===== src/rtl/seq_mag_comp_pkg.sv =====
// Shared encodings for the sequential magnitude comparator: result flags and FSM states.
package seq_mag_comp_pkg;

    localparam logic [2:0] RES_GT   = 3'b100;
    localparam logic [2:0] RES_EQ   = 3'b010;
    localparam logic [2:0] RES_LT   = 3'b001;
    localparam logic [2:0] RES_NONE = 3'b000;

    typedef enum logic [1:0] {
        IDLE = 2'd0,
        CMP  = 2'd1,
        DONE = 2'd2
    } state_t;

endpackage


===== src/rtl/seq_mag_comp_four_bit_comp.sv =====
// FourBitComp: purely combinational unsigned compare of two 4-bit digits.
module FourBitComp (
    input  logic [3:0] a,
    input  logic [3:0] b,
    output logic       gt,
    output logic       eq,
    output logic       lt
);

    assign gt = (a > b);
    assign eq = (a == b);
    assign lt = (a < b);

endmodule


===== src/rtl/seq_mag_comp.sv =====
// Multi-cycle wide magnitude comparator: walks captured operands one nibble per clock,
// MSB first, stopping at the first unequal nibble and registering a one-hot {gt,eq,lt}.
module seq_mag_comp
    import seq_mag_comp_pkg::*;
#(
    parameter int NIBBLES = 4
) (
    input  logic                 clk,
    input  logic                 nrst,
    input  logic                 start,
    input  logic [4*NIBBLES-1:0] a,
    input  logic [4*NIBBLES-1:0] b,
    output logic                 busy,
    output logic                 done,
    output logic [2:0]           result
);

    localparam int W     = 4 * NIBBLES;
    localparam int IDX_W = (NIBBLES > 1) ? $clog2(NIBBLES) : 1;

    state_t             state;
    state_t             next_state;
    logic [W-1:0]       op_a;
    logic [W-1:0]       op_b;
    logic [IDX_W-1:0]   idx;
    logic [3:0]         nib_a;
    logic [3:0]         nib_b;
    logic               gt;
    logic               eq;
    logic               lt;
    logic               last_nib;
    logic               load;

    // Constant-index mux keeps every slice in range for any legal NIBBLES.
    always_comb begin
        nib_a = 4'h0;
        nib_b = 4'h0;
        for (int i = 0; i < NIBBLES; i++) begin
            if (idx == IDX_W'(i)) begin
                nib_a = op_a[4*i +: 4];
                nib_b = op_b[4*i +: 4];
            end
        end
    end

    FourBitComp u_comp (
        .a  (nib_a),
        .b  (nib_b),
        .gt (gt),
        .eq (eq),
        .lt (lt)
    );

    assign last_nib = gt | lt | (idx == '0);
    assign load     = (state == IDLE || state == DONE) && start;

    always_comb begin
        next_state = state;
        case (state)
            IDLE:    if (start) next_state = CMP;
            CMP:     if (last_nib) next_state = DONE;
            DONE:    next_state = start ? CMP : IDLE;
            default: next_state = IDLE;
        endcase
    end

    always_ff @(posedge clk or negedge nrst) begin
        if (!nrst) begin
            state  <= IDLE;
            op_a   <= '0;
            op_b   <= '0;
            idx    <= '0;
            result <= RES_NONE;
        end else begin
            state <= next_state;
            if (load) begin
                op_a <= a;
                op_b <= b;
                idx  <= IDX_W'(NIBBLES - 1);
            end else if (state == CMP) begin
                if (last_nib) begin
                    result <= {gt, eq, lt};
                end else begin
                    idx <= idx - 1'b1;
                end
            end
        end
    end

    assign busy = (state == CMP);
    assign done = (state == DONE);

endmodule

===== config.mk =====
export PLATFORM = sky130hd
export DESIGN_NAME = seq_mag_comp
export DESIGN_NICKNAME = d
export VERILOG_FILES = /design/src/rtl/seq_mag_comp_pkg.sv /design/src/rtl/seq_mag_comp_four_bit_comp.sv /design/src/rtl/seq_mag_comp.sv
export SDC_FILE = /design/constraint.sdc
export NUM_CORES = 1
export LEC_CHECK = 0
export ABC_CLOCK_PERIOD_IN_PS = 2900
export BUFFER_PORTS_ARGS = -buffer_cell sky130_fd_sc_hd__buf_4
export CAP_MARGIN = 20
export CORE_AREA = 4 4 67 69
export CTS_CLUSTER_DIAMETER = 30
export CTS_CLUSTER_SIZE = 12
export DETAILED_ROUTE_END_ITERATION = 7
export DIE_AREA = 0 0 71 73
export GPL_ROUTABILITY_DRIVEN = 0
export PLACE_DENSITY_LB_ADDON = 0.05
export SLEW_MARGIN = 30
export SYNTH_ARGS = -nofsm -noshare
export SYNTH_HDL_FRONTEND = slang
export SYNTH_HIERARCHICAL = 1
export SYNTH_SLANG_ARGS = --single-unit

===== constraint.sdc =====
create_clock -name clk -period 2.9 [get_ports clk]
set_input_delay 0.435 -clock clk [delete_from_list [all_inputs] [get_ports clk]]
set_output_delay 0.435 -clock clk [all_outputs]
set_load 0.005 [all_outputs]

==> flow_summary.toml <==
[timing]
maxSlewHeadroom_pct = 55.6
worst_pin_slew_ps = 664
fmax_mhz = 355
period_share_pct = 97.0
period_needed_ps = 2810
setup_viol = 0
drv_slew = 0
skew_ps = 1.84
hold_viol = 0

[grt]
overflow = 0
grt_first_pass_wirelength_mm = 6.62
top_usage_layer = "met2"
gr-usage-all-layers_pct = 16.4
antenna_found_initial = 0
grtUsageMet1_pct = 22.0
grt_pass1_vias = 1381
met3_usage_pct = 4.55
use_met2_pct = 25.8
grt_start_max_net_pins = 40

[detailed_routing]
firstDrtPassIters = 4
routedWlPerCell_microns = 16.6
drt_iter0_markers = 37
viasPerCell = 5.33
ant_nets = 0
drc = 0
num_vias = 1306
finalWirelength_mm = 4.06

[floorplan]
die-area_sq_um = 5180
coreArea_sq_um = 3910
initial_core_util_pct = 52.7
rows = 23
die_w_microns = 71
die_h_microns = 73
io-pin-count = 40

[place]
hpwl_mm = 2.87
dpl.cell_count = 237
io_buffers = 39

[clock_network]
root_buffer = "clkbuf_8"
insertion_delay_ps = 280
clock_path_buffers = 2
hold_buffers = 0
h-tree-depth = 2
clk_pin_slew_worst_paths_ps = 70
cts_buffers = 5
cts_tree = "done"
clkSinkCount = 39

[setup_path]
crit_top_cell = "nor2b_4"
start_kind = "register"
cp_top_family = "compound AO/OA/AOI/OAI gates"
cp_num_buf_inv = 2
worstPathMaxFanout = 7
cp_cell_sequence = "inv_2 > ha_4 > nor2b_4 > a221oi_1 > o31ai_1 > inv_1 > ha_1 > nand2_1 > o21bai_4 > a21oi_4 > nor3_4 > nor2b_4 > mux2_4"
worstPathRequired_ps = 3070
worst_setup_path_end_kind = "register"
crit_type = "reg -> reg"
max_stage_delay_ps = 460
cp_slowest_cell = "dfrtp_2"
arrival_ps = 2990

[finish]
mostFrequentLayoutCells = "buf_4 (43), dfrtp_1 (38), mux2_4 (27)"
fillers = 305
syn_to_final_growth_pct = 21.7
stdcell_count = 245
drive_gt1_share_pct = 51.8
final_common_cell = "buf_4"
diodes = 0
nets = 238

[run]
max-cap-violations = 0

[synthesis]
ys_types = 24
synth_nets = 196
post-synth-top-area-fraction_pct = 47.4
synthCells = 153
avgSynthCellArea_sq_um = 13.5
synth-seq-cells = 39
syn_area_sq_um = 2060
yosysWarnings = 6
synth_area_leaders = "dfrtp_1 (47%), mux2_4 (20%), ha_1 (4.9%)"
synth_top_cell_by_area = "dfrtp_1"
seq_area_frac_synth_pct = 47.4

[pwr]
vdd_ir_drop_max_v = 0.000428
leakage_nw = 1.20
pwr_density_cell_nw_per_um2 = 1040
power_mw = 2.60

[min_path]
hold_class = "in -> async"

[run_status]
status = "completed"
[flip-flops by register name (all words and copies together) (netlist names)]
signal,flops
idx,2
op_a,16
op_b,16
result,3
state,2
[worst reg2reg max path: stages, from the launching register on]
cell	delay, ps
dfrtp_2	460
inv_2	100
ha_4	160
nor2b_4	230
a221oi_1	110
o31ai_1	230
inv_1	70
ha_1	330
nand2_1	110
o21bai_4	200
a21oi_4	160
nor3_4	70
nor2b_4	160
mux2_4	310
[metal layers]
| metal | vias to the layer above | wire length [microns] |
|---|---|---|
| met5 | - | 0 |
| met4 | 0 | 34 |
| met3 | 5 | 214 |
| met2 | 36 | 2060 |
| met1 | 644 | 1760 |
| li1 | 621 | - |
[cell usage after synthesis]
cell type / n
a21oi_2: 1
mux2i_1: 2
and2_1: 1
nand2_1: 13
nor2b_1: 9
a221oi_1: 7
buf_2: 2
ha_1: 8
nor2_1: 3
a21oi_1: 3
o21bai_4: 1
mux2_2: 6
mux2_4: 27
o21ai_0: 3
nand2b_1: 1
dfrtp_1: 39
inv_1: 8
clkbuf_1: 1
buf_12: 2
nor3_2: 1
a22o_1: 1
o31ai_1: 7
nor2b_4: 4
buf_6: 3
[report_power, final]
part	internal, mW	total (mW)	leakage, nW	switching, mW
clock	0.186	0.364	0.0470	0.177
sequential	0.791	0.964	0.455	0.173
combinational	0.728	1.27	0.694	0.544
[repair_timing]
action                                  in CTS  in global routing
resized for setup                            1                 13
hold endpoints to repair                     0                  0
setup buffers                                0                  1
pin swaps                                    1                  2
endpoints found under the setup margin       2                  4
[path summary, 6_finish.rpt]
check | startpoint | end | slack, ps | cells after the start
max in group asynchronous | nrst | idx[0]$_DFFE_PN0P_ | 2420 | 1
hold / removal | nrst | state[0]$_DFFE_PN0P_ | 110 | 1
setup reg to reg | idx[0]$_DFFE_PN0P_ | result[1]$_DFFE_PN0P_ | 90 | 13
min in group clk | b[8] | op_b[8]$_DFFE_PN0P_ | 370 | 2
setup / recovery | idx[0]$_DFFE_PN0P_ | result[1]$_DFFE_PN0P_ | 90 | 13
hold reg to reg | op_b[2]$_DFFE_PN0P_ | op_b[2]$_DFFE_PN0P_ | 520 | 1
[final cells by class]
| type | count | area [sq um] | area share (%) |
|---|---|---|---|
| Clock buffer | 6 | 82.6 | 3.29 |
| Clock inverter | 1 | 5.00 | 0.200 |
| Inverter | 8 | 30.0 | 1.20 |
| Multi-Input combinational cell | 98 | 1030 | 41.0 |
| Sequential cell | 39 | 977 | 39.0 |
| Tap cell | 50 | 62.6 | 2.50 |
| Timing Repair Buffer | 43 | 323 | 12.9 |
[cell families after synthesis]
| kind of cell | Yosys count | synth area share [%] |
|---|---|---|
| muxes | 35 | 23.9 |
| DFF | 39 | 47.4 |
| AOI/OAI and AO/OA | 23 | 8.74 |
| buffers and inverters | 16 | 5.71 |
| adders and majority gates | 8 | 4.86 |
| and+or+nand+nor | 32 | 9.41 |
[stage by stage]
step	setup TNS, ps	util [%]	area [sq um]	setup slack, ps	hold slack [ps]
floorplan	0	-	2060	256	139
global placement	0	60.3	2360	113	420
detailed placement	-56.7	60.3	2360	-28.6	433
CTS	0	62.6	2450	16.6	119
global route	-5.81	64.1	2510	-5.81	154
finish	0	64.1	2510	87.0	112
No activity file was read; power rests on OpenSTA's default activity.
